File: config.mk
export PLATFORM = sky130hd
export DESIGN_NAME = uart_tx_scheduler
export DESIGN_NICKNAME = d
export VERILOG_FILES = /design/src/rtl/uart_tx_scheduler.sv
export SDC_FILE = /design/constraint.sdc
export NUM_CORES = 1
export LEC_CHECK = 0
export ABC_AREA = 1
export BUFFER_PORTS_ARGS = -buffer_cell sky130_fd_sc_hd__buf_2
export CORE_AREA = 2 2 131 120
export CTS_CLUSTER_DIAMETER = 120
export DETAILED_ROUTE_END_ITERATION = 16
export DIE_AREA = 0 0 133 122
export PLACE_DENSITY = 0.64
export SLEW_MARGIN = 20
export SYNTH_ARGS = -nofsm -noshare
export SYNTH_HDL_FRONTEND = slang
export SYNTH_SLANG_ARGS = --single-unit
export TNS_END_PERCENT = 100
File: constraint.sdc
create_clock -name clk -period 3.9 [get_ports clk]
set_input_delay 0.975 -clock clk [delete_from_list [all_inputs] [get_ports clk]]
set_output_delay 0.975 -clock clk [all_outputs]
set_load 0.01 [all_outputs]
File: src/rtl/uart_tx_scheduler.sv
// Byte FIFO plus transmit sequencer for UART_Tx. It pops one byte, strobes tx_val,
// follows busy through its rise and fall, then enforces an idle gap before the next byte.
module uart_tx_scheduler #(
    parameter int unsigned DEPTH         = 16,
    parameter int unsigned AW            = 4,
    parameter int unsigned STROBE_CYCLES = 1,
    parameter int unsigned GAP_CYCLES    = 2,
    parameter int unsigned BUSY_TIMEOUT  = 64
) (
    input  logic          clk,
    input  logic          rst,
    input  logic          wr_valid,
    input  logic [7:0]    wr_data,
    output logic          wr_ready,
    input  logic          busy,
    output logic          tx_val,
    output logic [7:0]    tx_data,
    output logic [AW:0]   level,
    output logic          idle,
    output logic          sent_pulse,
    output logic          timeout_err,
    input  logic          clr_err
);

    localparam int unsigned LW = AW + 1;
    localparam int unsigned SW = $clog2(STROBE_CYCLES + 1);
    localparam int unsigned GW = $clog2(GAP_CYCLES + 2);
    localparam int unsigned TW = $clog2(BUSY_TIMEOUT + 1);

    typedef enum logic [2:0] {
        S_IDLE,
        S_LOAD,
        S_STROBE,
        S_WAIT_BUSY,
        S_WAIT_DONE,
        S_GAP
    } state_e;

    // Where a finished or abandoned byte goes next; skips GAP entirely when no gap is configured.
    localparam state_e POST_STATE = (GAP_CYCLES == 0) ? S_IDLE : S_GAP;

    state_e          state_q;
    logic [7:0]      mem_q [DEPTH];
    logic [AW-1:0]   wr_ptr_q;
    logic [AW-1:0]   rd_ptr_q;
    logic [AW:0]     level_q;
    logic [7:0]      tx_data_q;
    logic            tx_val_q;
    logic            sent_pulse_q;
    logic            timeout_err_q;
    logic            busy_seen_q;
    logic [SW-1:0]   strb_cnt_q;
    logic [GW-1:0]   gap_cnt_q;
    logic [TW-1:0]   timer_q;

    logic            push;
    logic            pop;

    assign wr_ready    = (level_q != LW'(DEPTH));
    assign push        = rst && wr_valid && wr_ready;
    assign pop         = (state_q == S_IDLE) && (level_q != '0) && !busy;

    assign level       = level_q;
    assign idle        = (state_q == S_IDLE) && (level_q == '0);
    assign tx_val      = tx_val_q;
    assign tx_data     = tx_data_q;
    assign sent_pulse  = sent_pulse_q;
    assign timeout_err = timeout_err_q;

    // Storage array carries no reset; validity is tracked by the pointers and level.
    always_ff @(posedge clk) begin
        if (push) begin
            mem_q[wr_ptr_q] <= wr_data;
        end
    end

    always_ff @(posedge clk) begin
        if (!rst) begin
            state_q       <= S_IDLE;
            wr_ptr_q      <= '0;
            rd_ptr_q      <= '0;
            level_q       <= '0;
            tx_data_q     <= 8'h00;
            tx_val_q      <= 1'b0;
            sent_pulse_q  <= 1'b0;
            timeout_err_q <= 1'b0;
            busy_seen_q   <= 1'b0;
            strb_cnt_q    <= '0;
            gap_cnt_q     <= '0;
            timer_q       <= '0;
        end else begin
            sent_pulse_q <= 1'b0;
            if (clr_err) begin
                timeout_err_q <= 1'b0;
            end

            if (push) begin
                wr_ptr_q <= wr_ptr_q + AW'(1);
            end
            if (pop) begin
                rd_ptr_q <= rd_ptr_q + AW'(1);
            end
            if (push && !pop) begin
                level_q <= level_q + LW'(1);
            end else if (pop && !push) begin
                level_q <= level_q - LW'(1);
            end

            case (state_q)
                S_IDLE: begin
                    if (pop) begin
                        tx_data_q <= mem_q[rd_ptr_q];
                        state_q   <= S_LOAD;
                    end
                end
                S_LOAD: begin
                    tx_val_q    <= 1'b1;
                    timer_q     <= '0;
                    strb_cnt_q  <= '0;
                    busy_seen_q <= 1'b0;
                    state_q     <= S_STROBE;
                end
                S_STROBE: begin
                    timer_q <= timer_q + TW'(1);
                    if (busy) begin
                        busy_seen_q <= 1'b1;
                    end
                    if (strb_cnt_q + SW'(1) == SW'(STROBE_CYCLES)) begin
                        tx_val_q <= 1'b0;
                        state_q  <= S_WAIT_BUSY;
                    end else begin
                        strb_cnt_q <= strb_cnt_q + SW'(1);
                    end
                end
                S_WAIT_BUSY: begin
                    timer_q <= timer_q + TW'(1);
                    if (busy_seen_q || busy) begin
                        state_q <= S_WAIT_DONE;
                    end else if (timer_q + TW'(1) == TW'(BUSY_TIMEOUT)) begin
                        // Set after the clear above so a simultaneous clr_err loses.
                        timeout_err_q <= 1'b1;
                        gap_cnt_q     <= '0;
                        state_q       <= POST_STATE;
                    end
                end
                S_WAIT_DONE: begin
                    if (!busy) begin
                        sent_pulse_q <= 1'b1;
                        gap_cnt_q    <= '0;
                        state_q      <= POST_STATE;
                    end
                end
                S_GAP: begin
                    if (gap_cnt_q + GW'(1) == GW'(GAP_CYCLES)) begin
                        state_q <= S_IDLE;
                    end else begin
                        gap_cnt_q <= gap_cnt_q + GW'(1);
                    end
                end
                default: begin
                    state_q <= S_IDLE;
                end
            endcase
        end
    end

endmodule

==> summary by stage, run 1 <==
Outcome
The run finished with clean final reports.

Route
The first detailed-routing pass ran for 5 iterations. The number of DRC markers in iteration 0 is 408. The remaining number of nets flagged by the antenna check after routing is 0. The wire length after detailed routing is 15440 um. Summing over every cut layer, the via total after detailed routing is 4810. For this run, design rule violations remaining after detail routing come to 0. Using the TritonRoute via totals, the vias-per-cell ratio works out to 5.374. The detailed-route wire length per cell is 17.25 um.

Logic synthesis
The synthesized area divided by synthesized cell count is 10.65 um2. The cell area that synthesis handed to floorplanning was 7005 um2. The synthesized flop and latch total is 165. The sequential fraction of the synthesis area is 0.6544.

The number of nets handed over by synthesis was 684. In the synthesized netlist the async set-or-reset flop fraction comes to 0. The cell count after synthesis is 658.

The predominant post-synthesis flop cell is sky130_fd_sc_hd__edfxtp_1. Counting distinct cell types in the post-synthesis netlist gives 31. The number of enable flip-flop cells after synthesis is 128. The Yosys warning count is 0.

Clocking
Post-CTS repair changed the size of 0 cells. After clock tree synthesis, the setup repair step added 0 buffers. The TritonCTS sink count is 165.

The H-tree generated during clock tree synthesis spans 4 levels. Buffers inserted during clock tree synthesis total 17. The CTS root buffer is sky130_fd_sc_hd__clkbuf_16. TritonCTS built the clock tree.

The clock network latency to the later pin of the worst-skew pair is 420 ps. The clock passes through at most 2 buffers. The clock input transition at the sequential cells of the worst setup and hold paths is 60 ps.

The count of hold-fix buffers inserted at cts is 0.

Global routing
The wire length of the first global-routing pass is 24070 um. The number of antenna violations at the first check in global routing is 0. Entering global routing, the biggest net connects 67 pins. The number of global-route vias before repair is 4569. Across every metal layer, demand over resource in global routing totals 0.1993.

The total congestion overflow is 0.

Final layout
The ratio of cells with drive above 1 in the final layout is 0.1053. The area used by sequential logic in the layout is 4587 um2. The area overhead of the layout relative to synthesis is 11.64%. The number of antenna cells inserted is 0. The non-filler instance count after layout is 895. The net total in the final layout is 706. The number of inserted filler cells in the final layout is 1281. The library cell used most frequently in the layout, excluding fill and tap cells, is sky130_fd_sc_hd__nor2_1. The post-layout utilization of the core is 0.5210. In the final layout, the multi-input gates occupy 2069 um2. In the layout the commonest cells are sky130_fd_sc_hd__nor2_1 (146), sky130_fd_sc_hd__edfxtp_1 (128), sky130_fd_sc_hd__nand2_1 (62).

Flow run
The number of max-cap violations is 0.

Die
In this run the core area contains 43 standard-cell rows. The core area is 15010 um2. The area of the die is 16230 um2. From left edge to right edge, the die measures 133 um. The die extent in y is 122 um. Pin placement for this block handled 31 I/O pins. The initial utilization of the core area, before any placement, comes to 0.4667.

Timing
The worst pin sits at a relative slew slack of 0.2695. Setup repair after global routing left no endpoint under its margin. The clock arrives with 7.220 ps of skew.

In the finished design, the share of the clock period the worst path needs comes to 0.6542. The final max-slew violation count is 0. The worst-margin pin slew is 1096 ps. The upper clock frequency limit is 392.0 MHz. After routing, the total negative slack on setup checks comes to 0 ps. Setup violations remaining at the end of the flow were counted as 0. The clock period minus worst slack is 2551 ps.

The final count of hold timing violations is 0.

Setup path
The category of the worst setup path capture point is a flip-flop. The library cell contributing the largest single delay on the critical path is sky130_fd_sc_hd__dfxtp_1. The required arrival time at the worst endpoint is 4210 ps. The signal on the critical path passes through inv_1 > nand4_1 > nand2_1 > inv_1 > nand2_1 > inv_1 > ha_1 > inv_1 > ha_1 > inv_1 > o21bai_1 > nor2_1 > nand2_1 > nand3_1 > o21ai_0 > a21oi_1. On the worst path, the slowest cell contributes a delay of 400 ps. The most numerous cell type found on the critical path is sky130_fd_sc_hd__inv_1.

Data arrives at the worst endpoint at 2860 ps. The launching element type of the critical path is a flip-flop. The setup path with the least slack is of type reg2reg.

Along the worst path, the maximum fanout reaches 6.

Power and ir drop
The power per cell area is 653.7 nW/um2. Summed over all cells, the static leakage comes to 0.002810 uW. The maximum ir drop on the vdd rail is 0.0003210 V.

Placement
The last weighted congestion value of the routability-driven placer is 0.8864. The detailed placer's ending HPWL is 9965 um. Port buffering added 30 buffers.

The number of placed instances with taps included is 863.

Worst hold path
The path category of the worst min-delay check is reg2reg.
[synthesized netlist by cell type (all sizes together), types with 4 or more instances]
cell type | n | share of area
a21oi | 22 | 0.016
dfxtp | 37 | 0.11
inv | 43 | 0.023
nand2 | 63 | 0.034
edfxtp | 128 | 0.55
nand3 | 37 | 0.026
buf | 16 | 0.018
o21ai | 85 | 0.061
clkbuf | 14 | 0.0075
nor2 | 149 | 0.081
nand4 | 4 | 0.0036
o221ai | 7 | 0.0088
ha | 12 | 0.021
o211ai | 26 | 0.030
[flip-flops by register name (all words and copies together) (netlist names)]
name and cells:
mem_q 128, tx_data 8, timer_q 7, level 5, rd_ptr_q 4, wr_ptr_q 4, state_q 3, gap_cnt_q 2
busy_seen_q 1, sent_pulse 1, timeout_err 1, tx_val 1
[layout make-up]
type | instances | share of cell area
Tap cell | 202 | 0.03231
Sequential cell | 165 | 0.5865
Timing Repair Buffer | 33 | 0.02208
Clock inverter | 13 | 0.01696
Inverter | 46 | 0.02224
Multi-Input combinational cell | 417 | 0.2646
Clock buffer | 19 | 0.05535
[kinds of logic after synthesis]
| logic type | Yosys count | synth area share |
|---|---|---|
| AOI/OAI and AO/OA | 145 | 0.1204 |
| adders and majority gates | 13 | 0.02429 |
| buffers and inverters | 76 | 0.05019 |
| xor gates and xnor gates | 2 | 0.002501 |
| and+or+nand+nor | 257 | 0.1482 |
| DFF | 165 | 0.6544 |
[metal layers]
| metal | global-route usage | routed length [um] | up-vias |
|---|---|---|---|
| met5 | 0 | 0 | - |
| met4 | 0.08938 | 351 | 0 |
| met3 | 0.05119 | 722 | 23 |
| met2 | 0.3206 | 7353 | 129 |
| met1 | 0.2567 | 7007 | 2315 |
| li1 | - | - | 2343 |
[through the flow]
| step | hold slack [ps] | instance area, um2 | total power [uW] | setup WS [ps] |
|---|---|---|---|---|
| after floorplan | 441.4 | 7005 | 3181 | 1343 |
| after global placement | 447.6 | 7256 | 3503 | 1088 |
| after detailed placement | 452.7 | 7256 | 3533 | 981.3 |
| after CTS | 460.9 | 7821 | 5128 | 1379 |
| after global routing | 486.1 | 7821 | 5398 | 1054 |
| final | 457.8 | 7821 | 5113 | 1349 |
[worst max-delay path: cells and delay by family (launching register included)]
family,cells,cell delay (ps)
adders and majority gates,2,550
DFF,1,400
buffers and inverters,5,580
AOI/OAI and AO/OA,3,390
and+or+nand+nor,6,520
[where the power goes]
| group | internal, uW | leakage [uW] | switching, uW |
|---|---|---|---|
| Clock | 939 | 0.000274 | 663 |
| Sequential | 2010 | 0.00146 | 127 |
| Combinational | 441 | 0.00108 | 930 |
| Total | 3390 | 0.00281 | 1720 |
[final timing paths]
check | start | endpoint | slack (ps) | cells past startpoint
worst max-delay path | level[1] | level[4] | 1350 | 16
worst min-delay path | timeout_err | timeout_err | 460 | 2
worst max register to register | level[1] | level[4] | 1350 | 16
worst min register to register | timeout_err | timeout_err | 460 | 2
Power figures use the tool's default switching activity.
==> run 2, diff against run 1 <==
--- a/config.mk
+++ b/config.mk
@@ -11,7 +11,7 @@
 export CTS_CLUSTER_DIAMETER = 120
 export DETAILED_ROUTE_END_ITERATION = 16
 export DIE_AREA = 0 0 133 122
-export PLACE_DENSITY = 0.64
+export PLACE_DENSITY = 0.66
 export SLEW_MARGIN = 20
 export SYNTH_ARGS = -nofsm -noshare
 export SYNTH_HDL_FRONTEND = slang
==> constraint.sdc (replaced) <==
create_clock -name clk -period 2.1 [get_ports clk]
set_input_delay 0.525 -clock clk [delete_from_list [all_inputs] [get_ports clk]]
set_output_delay 0.525 -clock clk [all_outputs]
set_load 0.01 [all_outputs]
==> summary by stage, run 2 (synthesis results as in run 1) <==
Final layout
The number of inserted filler cells in the final layout is 1267. Leaving out fill and tap cells, the most frequent cell in the layout is sky130_fd_sc_hd__nor2_1. The number of antenna cells inserted is 0. After routing the design area is 8140 um2. The area overhead of the layout relative to synthesis is 16.20%. Of the cells placed in the final design, the portion with a size suffix greater than 1 is 0.1646. The library cells used most frequently in the layout, excluding fill and tap cells, are sky130_fd_sc_hd__nor2_1 (144), sky130_fd_sc_hd__edfxtp_1 (128), sky130_fd_sc_hd__nand2_1 (59). The register with the most flip-flops is mem_q.

Once layout is complete, the utilization of the core stands at 0.5423. The flip-flop count of the largest register after layout is 128. The net total in the final layout is 739.

Die
Measured along the x axis, the die boundary spans 133 um. The area of the die is 16230 um2. The number of core rows is 43.

The die is 122 um tall. After floorplanning, the core was sized to cover 15010 um2. The number of I/O pins is 31. The initial utilization of the core area, before any placement, comes to 0.4667.

Worst hold path
The path class of the tightest hold or removal check is in2reg. Counting instances, the worst hold path has a depth of 2. For hold timing, the worst endpoint is sent_pulse. The startpoint of the worst hold path is busy.

Clocking
The CTS root buffer is sky130_fd_sc_hd__clkbuf_16. The CTS tree is yes. The deepest level of the CTS H-tree is 4. In this run, CTS created clock tree buffers numbering 17. Buffers inserted to repair hold after CTS numbered 0. The TritonCTS sink count is 165. The longest clock path from root to sink contains 2 buffers. The clock input transition at the sequential cells of the worst setup and hold paths is 60 ps.

At the later pin of the worst-skew pair, clock insertion delay measures 430 ps.

Route
Using the TritonRoute via totals, the vias-per-cell ratio works out to 5.318. The DRC violation count after routing is 0. The number of DRC markers in iteration 0 is 365. The first detailed-routing pass ran for 4 iterations. The detailed-route via count is 4919.

Dividing the detail-routed wire length by the instance count gives 16.61 um. The final layout contains routed wiring with a total length of 15360 um. The count of nets left with antenna violations once routing finished came out at 0.

Global routing
The total congestion overflow is 0. The global-route usage over all layers is 0.1974. The number of antenna violations at the first check in global routing is 0. The number of global-route vias before repair came to 4773. Entering global routing, the biggest net connects 62 pins. The first global-routing pass estimated 24110 um of wire.

Timing
Timing would allow up to 469.2 MHz. The worst hold slack across all endpoints is 344.9 ps. The worst relative slew slack is 0.6936. Setup repair after global routing could not meet its margin everywhere. The final max-slew violation count was 0. The final-layout setup total negative slack is -33.42 ps. The final count of hold timing violations was 0. The worst-margin pin slew is 459.2 ps. The ratio of final minimum period to clock period is 1.015. The post-route clock skew is 5.655 ps. The slack of the critical path is -31.21 ps.

The count of final setup violators is 2. The routed design could run at a clock period as short as 2131 ps.

Flow run
The number of max-cap violations is 0.

Setup path
For the worst setup path, the data required time is 2410 ps. Measured in cells, the most critical reg-to-reg path has a length of 15. STA classifies the critical path endpoint as a flip-flop. The minimum setup slack among reg-to-reg paths is -30 ps.

The worst path arrival time is 2450 ps. In this run the critical register-to-register path is launched from level[0]. STA classifies the critical path startpoint as a flip-flop. The biggest fanout along the worst timing path is 5. The capture point of the worst reg-to-reg path is level[4]. The worst setup path is of the reg2reg kind.

Placement
The HPWL after detailed placement is 9923 um. The number of buffer cells added on primary ports is 30. At the end of routability-driven placement, the weighted congestion stood at 0.7777. The placed cell area is 7527 um2.

Outcome
The flow ran to the end, but the final reports show violations. The final reports fail on negative setup slack.

Power and ir drop
For this design the static power due to leakage is 0.002964 uW. Dividing total power by cell area gives a power density of 1176 nW/um2. The maximum ir drop on the vdd rail is 0.0009251 V.
-- run 2: cell types whose count changed in the layout (fill, tap and decap cells not counted), sizes merged --
cell | previous run | this run
bufinv | 2 | 1
buf | 33 | 66
clkbuf | 19 | 20
inv | 45 | 43
clkinv | 11 | 10
-- run 2: final cells by class --
| type | count | area (um2) | share of cell area |
|---|---|---|---|
| Clock buffer | 20 | 436.7 | 0.05364 |
| Tap cell | 202 | 252.7 | 0.03105 |
| Sequential cell | 165 | 4597 | 0.5647 |
| Timing Repair Buffer | 66 | 457.9 | 0.05626 |
| Clock inverter | 9 | 65.06 | 0.007993 |
| Multi-Input combinational cell | 417 | 2150 | 0.2641 |
| Inverter | 46 | 181.4 | 0.02229 |
-- run 2: what timing repair did --
action                                  in CTS  in global routing
buffers inserted                             3                  2
resized for setup                            7                 13
endpoints found under the setup margin       1                  2
pin swaps                                    7                  5
-- run 2: power by group --
part | internal (uW) | switching [uW] | total (uW)
logic | 1080 | 1880 | 2960
clock network | 1580 | 1120 | 2700
registers | 3750 | 165 | 3910
total | 6410 | 3160 | 9570
-- run 2: worst max-delay path, cell delays in order, from the launching register on --
cell and delay, ps:
sky130_fd_sc_hd__dfxtp_4 360, sky130_fd_sc_hd__nor2_4 130, sky130_fd_sc_hd__nand4_1 130, sky130_fd_sc_hd__nand2_2 120, sky130_fd_sc_hd__inv_2 50, sky130_fd_sc_hd__nand2_2 50, sky130_fd_sc_hd__inv_2 40, sky130_fd_sc_hd__ha_4 170
sky130_fd_sc_hd__inv_6 80, sky130_fd_sc_hd__ha_4 210, sky130_fd_sc_hd__inv_4 70, sky130_fd_sc_hd__o21bai_4 80, sky130_fd_sc_hd__o21ai_1 180, sky130_fd_sc_hd__nand3_1 130, sky130_fd_sc_hd__o21ai_1 160, sky130_fd_sc_hd__a21oi_1 60
-- run 2: worst max-delay path by stage --
stage	to	depth (start not counted)	start
6_report	level[4]	15	level[0]
2_1_floorplan	level[4]	15	level[3]
3_5_place_dp	level[4]	15	level[3]
4_1_cts	level[4]	15	level[3]
5_1_grt	level[3]	15	level[0]
3_3_place_gp	level[4]	15	wr_valid
-- run 2: metal layers --
metal  vias to the layer above  share of wire  GRT usage  wire [um]
met5                         -              0          0          0
met4                         0          0.023    0.08401        360
met3                        31          0.048    0.06201        736
met2                       124           0.48     0.3199       7443
met1                      2361           0.44     0.2466       6823
li1                       2403              -          -          -
-- run 2: stage by stage --
| stage | power (uW) | std cells | worst slack (ps) |
|---|---|---|---|
| finish | 9574 | 925 | -31.21 |
| global route | 10160 | 925 | -107.8 |
| CTS | 9486 | 923 | 6.559 |
| detailed placement | 6704 | 891 | -70.28 |
| global placement | 6607 | 891 | 48.62 |
| floorplan | 5947 | 658 | 2.986 |
==> run 3, diff against run 2 <==
--- a/config.mk
+++ b/config.mk
@@ -11,7 +11,7 @@
 export CTS_CLUSTER_DIAMETER = 120
 export DETAILED_ROUTE_END_ITERATION = 16
 export DIE_AREA = 0 0 133 122
-export PLACE_DENSITY = 0.66
+export PLACE_DENSITY = 0.64
 export SLEW_MARGIN = 20
 export SYNTH_ARGS = -nofsm -noshare
 export SYNTH_HDL_FRONTEND = slang
==> constraint.sdc (replaced) <==
create_clock -name clk -period 2.2 [get_ports clk]
set_input_delay 0.55 -clock clk [delete_from_list [all_inputs] [get_ports clk]]
set_output_delay 0.55 -clock clk [all_outputs]
set_load 0.01 [all_outputs]
==> summary by stage, run 3 (synthesis results as in run 1) <==
Setup path
The capturing element of the worst setup path is level[4]. Tracing the worst setup path back leads to its startpoint at level[3]. The category of the worst setup path capture point is a flip-flop. Along the worst path, the maximum fanout reaches 5. The required arrival time at the worst endpoint is 2520 ps. The worst register-to-register path ends at level[4]. In this run the critical register-to-register path is launched from level[3].

The cell count of the worst reg-to-reg path is 15. The worst register-to-register path has a setup slack of 120 ps. The critical path class is reg2reg. The worst setup path is launched from a flip-flop. The worst path arrival time is 2400 ps.

Route
The number of DRC markers in iteration 0 is 464. The detailed-route wire length per cell is 17.49 um. Wires add up to 16220 um. The DRC violation count after routing is 0. The detail route stage leaves a number of antenna-violating nets equal to 0. Dividing the detail-routed via count by the number of cells gives 5.441. For this run, the detailed router's first-pass iteration total came to 5. The detailed-route via count is 5044.

Clocking
The clock reaches the later pin of the worst-skew pair after 430 ps. In this run the clock root is driven by a sky130_fd_sc_hd__clkbuf_16. The total CTS buffers is 17. The count of hold-fix buffers inserted at cts is 0.

Clock-pin slew was measured on the worst setup and hold paths at 70 ps. The deepest level of the CTS H-tree is 4. TritonCTS built the clock tree. The clock passes through at most 2 buffers. The TritonCTS sink count is 165.

Worst hold path
The path category of the worst min-delay check is in2reg.

Global routing
For this run, the total global-route usage over all layers was measured as 0.2085. Entering global routing, the biggest net connects 45 pins. The wire length of the first global-routing pass is 25600 um. The number of global-route vias before repair is 4869.

The total congestion overflow is 0. The number of antenna violations at the first check in global routing came to 0.

Power and ir drop
Overall power consumption after layout is estimated at 9367 uW. The worst-case IR drop observed on VDD is 0.0006118 V. The analysis attributes to cell leakage a power of 0.003003 uW. The power per cell area is 1148 nW/um2.

Placement
The congestion estimate from routability-driven global placement came to 0.8221. The wire-length estimate of the detail-placed layout is 10620 um. The post-placement worst setup slack is -19.26 ps. The number of buffer cells added on primary ports is 30.

Final layout
The most common library cell in the layout ignoring fill and taps is sky130_fd_sc_hd__nor2_1. The register with the most flip-flops is mem_q. Of the cells placed in the final design, the portion with a size suffix greater than 1 is 0.1710.

In the layout the commonest cells are sky130_fd_sc_hd__nor2_1 (144), sky130_fd_sc_hd__edfxtp_1 (128), sky130_fd_sc_hd__nand2_1 (61). The net total in the final layout is 738. The number of antenna diodes in the final layout is 0. From synthesis to final layout, the design area changed by 16.49%. The flip-flop count of the largest register after layout is 128.

Timing
The final max-slew violation count is 0. The count of final setup violators is 0. The worst-margin pin slew is 423.2 ps. The post-route clock skew is 8.639 ps. The worst path needs 2076 ps of the cycle, external delays included. The worst relative slew slack is 0.7175. The upper clock frequency limit is 481.7 MHz. The ratio of final minimum period to clock period is 0.9437. The slack of the critical path is 123.9 ps. The final count of hold timing violations is 0.

Die
The number of I/O pins is 31. The core area is 15010 um2. The die covers 16230 um2. The die is 122 um tall. The effective utilization at floorplan is 0.4667. The number of core rows is 43. The chip width is 133 um.

Flow run
The tool flagged a number of max-cap violations equal to 0.

Outcome
The flow ran to the end, and the final reports show no timing, DRC or antenna violations.
-- run 3: cell count changes in the layout (fill, tap and decap cells not counted), sizes merged --
cell    change
buf         -1
bufinv      -1
clkinv      -4
inv         +8
-- run 3: power by group --
group | switching (uW) | total, uW | internal [uW]
Clock | 1270 | 2880 | 1610
Sequential | 174 | 3750 | 3570
Combinational | 1750 | 2740 | 984
-- run 3: worst min path at each step --
stage | startpoint | endpoint | slack (ps) | depth (start not counted)
final | busy | sent_pulse | 370 | 2
after global routing | busy | sent_pulse | 370 | 2
after CTS | busy | sent_pulse | 350 | 2
after detailed placement | tx_val | tx_val | 460 | 2
after global placement | tx_val | tx_val | 450 | 2
after floorplan | busy_seen_q | busy_seen_q | 440 | 2
-- run 3: repair_timing --
item | CTS | global route
resized for setup | 0 | 17
setup buffers | 0 | 2
setup endpoints to repair | 0 | 2
-- run 3: layer usage --
metal / wire length, um / GRT usage / vias to the layer above
li1: - / - / 2412
met1: 7124 / 0.2679 / 2479
met2: 8036 / 0.3546 / 133
met3: 807 / 0.04494 / 20
met4: 247 / 0.06922 / 0
met5: 0 / 0 / -
-- run 3: critical path, stage by stage, from the launching register on --
cell and delay [ps]:
sky130_fd_sc_hd__dfxtp_4 370, sky130_fd_sc_hd__nor2_4 110, sky130_fd_sc_hd__nand4_1 140, sky130_fd_sc_hd__nand2_2 90, sky130_fd_sc_hd__inv_1 50, sky130_fd_sc_hd__nand2_1 60
sky130_fd_sc_hd__inv_2 50, sky130_fd_sc_hd__ha_4 180, sky130_fd_sc_hd__inv_4 80, sky130_fd_sc_hd__ha_1 250, sky130_fd_sc_hd__inv_2 100, sky130_fd_sc_hd__o21bai_4 80
sky130_fd_sc_hd__o21ai_2 130, sky130_fd_sc_hd__nand3_2 100, sky130_fd_sc_hd__o21ai_1 130, sky130_fd_sc_hd__a21oi_1 50
-- run 3: cell type report --
cell class                      count  area, um2
Clock buffer                       20      479.2
Clock inverter                     12      103.9
Fill cell                        1250       6850
Inverter                           46      176.4
Multi-Input combinational cell    417       2117
Sequential cell                   165       4593
Tap cell                          202      252.7
Timing Repair Buffer               65      437.9
-- run 3: stage by stage --
| step | util | cell area [um2] | instances | hold WS, ps | setup TNS, ps |
|---|---|---|---|---|---|
| 2_1_floorplan | - | 7012 | 658 | 441.4 | 0 |
| 3_3_place_gp | 0.5005 | 7512 | 893 | 447.7 | 0 |
| 3_5_place_dp | 0.5005 | 7512 | 893 | 459.5 | -19.26 |
| 4_1_cts | 0.5393 | 8095 | 925 | 352.4 | 0 |
| 5_1_grt | 0.5436 | 8160 | 927 | 374.2 | -48.34 |
| 6_report | 0.5436 | 8160 | 927 | 365.6 | 0 |
